`src/rtl/stream_mux2to1_rr.sv`:
```
// stream_mux2to1_rr: registered 2:1 valid/ready stream merge with round-robin arbitration
//   clk, rst             : clock, synchronous active-high reset
//   i0_* / i1_*          : input streams (data, valid, ready)
//   y_data/y_sel/y_valid : registered output word, its source tag and valid
//   y_ready              : consumer accepts the output word
module stream_mux2to1_rr #(
   parameter int WIDTH = 8
) (
   input  logic             clk,
   input  logic             rst,
   input  logic [WIDTH-1:0] i0_data,
   input  logic             i0_valid,
   output logic             i0_ready,
   input  logic [WIDTH-1:0] i1_data,
   input  logic             i1_valid,
   output logic             i1_ready,
   output logic [WIDTH-1:0] y_data,
   output logic             y_sel,
   output logic             y_valid,
   input  logic             y_ready
);
   logic prio, load, any, g;
   always_comb begin
      load     = ~y_valid | y_ready;
      any      = i0_valid | i1_valid;
      g        = (i0_valid & i1_valid) ? prio : i1_valid;
      i0_ready = load & any & ~g & ~rst;
      i1_ready = load & any & g & ~rst;
   end
   always_ff @(posedge clk) begin
      if (rst) begin
         y_valid <= 1'b0;
         y_data  <= '0;
         y_sel   <= 1'b0;
         prio    <= 1'b0;
      end else if (load) begin
         y_valid <= any;
         if (any) begin
            y_data <= g ? i1_data : i0_data;
            y_sel  <= g;
            prio   <= ~g;
         end
      end
   end
endmodule
```
`config.mk`:
```
export PLATFORM = sky130hd
export DESIGN_NAME = stream_mux2to1_rr
export DESIGN_NICKNAME = d
export VERILOG_FILES = /design/src/rtl/stream_mux2to1_rr.sv
export SDC_FILE = /design/constraint.sdc
export NUM_CORES = 1
export LEC_CHECK = 0
export CAP_MARGIN = 20
export CELL_PAD_IN_SITES_DETAIL_PLACEMENT = 1
export CELL_PAD_IN_SITES_GLOBAL_PLACEMENT = 1
export CORE_MARGIN = 5
export CORE_UTILIZATION = 24
export CTS_CLUSTER_SIZE = 40
export DETAILED_ROUTE_END_ITERATION = 7
export PLACE_DENSITY_LB_ADDON = 0.05
export SLEW_MARGIN = 20
export SYNTH_ARGS = -nofsm -noshare
export SYNTH_HDL_FRONTEND = slang
export SYNTH_SLANG_ARGS = --single-unit
```
`constraint.sdc`:
```
create_clock -name clk -period 1.3 [get_ports clk]
set_input_delay 0.26 -clock clk [delete_from_list [all_inputs] [get_ports clk]]
set_output_delay 0.26 -clock clk [all_outputs]
set_load 0.01 [all_outputs]
```
### Word-level counts from Yosys, hierarchy flattened

Cells that the tools add are included.

* logic and storage cells: 18
* output and inout bits: 12
* bits in registers: 11
* input port bits: 21

* muxes and demuxes: 2
* reductions and logical operators: 1
* bitwise operators: 11

Operator list (count)
* $mux W8: 1
* $and A1 B1 Y1: 6
* $not A1 Y1: 3
* $or A1 B1 Y1: 2
* $reduce_and A2 Y1: 1
* $mux W1: 1

### Longest topological paths before layout

* depth after elaboration: 5
* gate-level depth with buffers: 5
* depth with buffers taken out: 3

### Worst setup path after synthesis

No wires, ideal clock.

* path kind: reg-to-output
* from: reg y_valid
* to: out i0_ready
* path slack: 127 ps
* stages on the path, launching flop included: 6
* data required time: 1040 ps
* path buffers: 2
* arrival: 913 ps
* cell sequence: dfxtp_1 nand2b_1 buf_4 buf_4 nand2_1 nor2_1

* word-level cells in the longest chain between the ends: 5

Ends and longest elaborated chain
* start, declared: line 19 `output logic y_valid,`
* start signal, assigned: line 37 `y_valid <= any;`
* $not A1 Y1: line 24 `load = ~y_valid | y_ready;`
* $or A1 B1 Y1: line 24
* $and A1 B1 Y1 (3 in series): line 27 `i0_ready = load & any & ~g & ~rst;`
* end, declared: line 13 `output logic i0_ready,`

No other way between the ends.

### Final worst setup path

* from: reg prio
* to: out i0_ready

* word-level cells in the longest chain between the ends: 4

Ends and longest elaborated chain
* start, declared: line 22 `logic prio, load, any, g;`
* start signal, assigned: line 41 `prio <= ~g;`
* $mux W1: line 26 `g = (i0_valid & i1_valid) ? prio : i1_valid;`
* $not A1 Y1: line 27
* $and A1 B1 Y1 (2 in series): line 27

No other way between the ends.

==> flow_summary.toml <==
[clock_tree]
cts_buffer_depth = 2
htreeDepth = 1
cts.sinks = 11
clk_latency_ps = 270
cts_buffers = 3
clkTransAtPathRegs_ps = 70
cts_root_buf = "clkbuf_4"
cts_tree = "built"

[timing]
hold_violations = 0
setup_ws_ps = -107
maxSlewHeadroom_pct = 83.6
clock.fmax_ghz = 0.711
setup-violations-final = 2
finalMaxSlewViolations = 0
finalCritPeriodShare_pct = 108
skew_ps = 7.08
fin_setup_tns_ps = -209
rsz0062_at_grt = "yes"
worstMarginPinSlew_ps = 245
period_minus_slack_ps = 1410

[cells_and_area]
antenna_cells = 0
layout-drive-gt1-share_pct = 24.0
finalNetCount = 126
layout_common_cells = "clkdlybuf4s50_1, dlygate4sd2_1, buf_4"
layout_commonest_cell = "clkdlybuf4s50_1"
fillCellCount = 275
final_core_util_pct = 44.7
syn_to_final_growth_pct = 80.0
design_area_um2 = 980

[run_status]
violations = "negative setup slack"
outcome = "complete, but fails checks"

[setup_path]
start_kind = "flip-flop"
worstPathCellList = "buf_6, a21boi_4, nand2_2, nor2_1, buf_2"
critical_path_peak_fanout = 2
reg2reg_slack_ps = 100
r2r_cells = 6
cp.arrival_ps = 1150
r2r_end = "y_data[1]"
cp.required_ps = 1040
end_kind = "primary output"
worst_path_max_delay_cell = "dfxtp_4"
path_class = "reg -> out"
timing.rr.start = "prio"
max_stage_delay_ps = 350

[hold_path]
hp-start = "y_sel"
min_delay_path_depth = 1
hold_path_class = "reg -> reg"
min_to = "y_sel"

[routing]
avgRoutedWirePerCell_um = 15.8
drc = 0
viasPerCell = 4.95
num_vias = 653
wirelength_um = 2080
ant_nets = 0
dr.first_iter.drc_count = 11
dr.pass1.iters = 3

[synthesis]
yosys_warnings = 0
ys_seq_elements = 11
synth_area_leaders = "dfxtp_1, nand4_1, a31oi_1, nand3_1, o21ai_0"
ys_seq_area_share_pct = 40.5
post_synth_inst_count = 62
netlist_area_um2 = 544
synth_top_area_share_pct = 40.5
syn-num-nets = 83
syn_area_per_cell_um2 = 8.78
ys_types = 21
yosys.area.top_type = "dfxtp_1"

[floorplan]
die_w_um = 57.6
start_util_pct = 24.8
num_rows = 17
fp.coreArea_um2 = 2190
dieHeight_um = 57.6
dieArea_um2 = 3320
ioPinCount = 33

[grt]
grt_pass1_wl_um = 3400
grt_pass1_vias = 702
antenna_found_initial = 0
grt_overflow = 0
track_usage_pct = 13.5
grt_max_degree = 16

[place]
numPortBuffers = 32
dp_hpwl_um = 1530
gp_congestion = 0.717
dpl_cell_area_um2 = 932
post-place-ws_ps = -658

[run]
max_cap_viol_count = 0

[pwr]
peakVddDrop_mv = 0.476
leakage_nw = 0.413
p_total_w = 0.000871
powerDensity_nw_per_um2 = 889
state kept, by name (all words and copies together) (netlist names):
register,count
prio,1
y_data,8
y_sel,1
y_valid,1
layer usage:
metal | global-route usage [%] | up-vias | part of all wire [%]
li1 | - | 326 | -
met1 | 17.0 | 304 | 45
met2 | 21.3 | 21 | 47
met3 | 5.79 | 2 | 7.4
met4 | 2.98 | 0 | 0.77
met5 | 0 | - | 0
worst max path at each step:
stage | startpoint | cells past startpoint | endpoint
floorplan | y_valid | 5 | i0_ready
global placement | y_ready | 5 | i1_ready
detailed placement | y_ready | 5 | i1_ready
CTS | prio | 5 | i0_ready
global route | prio | 5 | i0_ready
finish | prio | 5 | i0_ready
synthesized netlist by cell type:
library cell	number
a21boi_4	1
a21oi_1	1
a31oi_1	6
buf_4	2
buf_6	1
clkbuf_1	1
clkbuf_2	1
dfxtp_1	11
inv_1	1
nand2_1	3
nand2b_1	1
nand3_1	7
nand4_1	8
nor2_1	2
nor2_4	1
nor2b_1	1
o211ai_1	4
o21a_1	1
o21ai_0	6
o2bb2ai_1	2
or2b_4	1
worst max-delay path: cells and delay by family, from the launching register on:
kind	cells	cell delay, ps
buffers and inverters	2	250
DFF	1	350
and+or+nand+nor	2	150
AOI/OAI and AO/OA	1	140
cell families after synthesis:
| group | after synthesis | share of synthesized area [%] |
|---|---|---|
| flops | 11 | 40.5 |
| buf+inv | 6 | 7.12 |
| compound gates | 21 | 26.9 |
| simple gates | 24 | 25.5 |
area by class of cell:
type / count / area [um2] / share of cell area [%]
timing repair buffer: 43 / 382 / 39.0
multi-input combinational: 45 / 308 / 31.4
sequential: 11 / 225 / 23.0
clock buffer: 4 / 26.3 / 2.68
inverter: 1 / 3.75 / 0.383
tap: 28 / 35.0 / 3.58
stage by stage:
stage          cells  hold WS (ps)
2_1_floorplan     62           348
3_3_place_gp     126           453
3_5_place_dp     126           460
4_1_cts          132           473
5_1_grt          132           502
6_report         132           468
where the power goes:
group          switching, W  internal, W
clock network      0.000122     0.000119
logic              0.000112     0.000141
registers         0.0000134     0.000364
what timing repair did:
action	4_1_cts	5_1_grt
endpoints found under the setup margin	22	8
pin swaps	2	2
resized for setup	29	2
buffers inserted	2	1
hold endpoints to repair	0	0
cloned	0	0
hold buffers	0	0
Note: power is estimated with default switching activity, not from simulation.
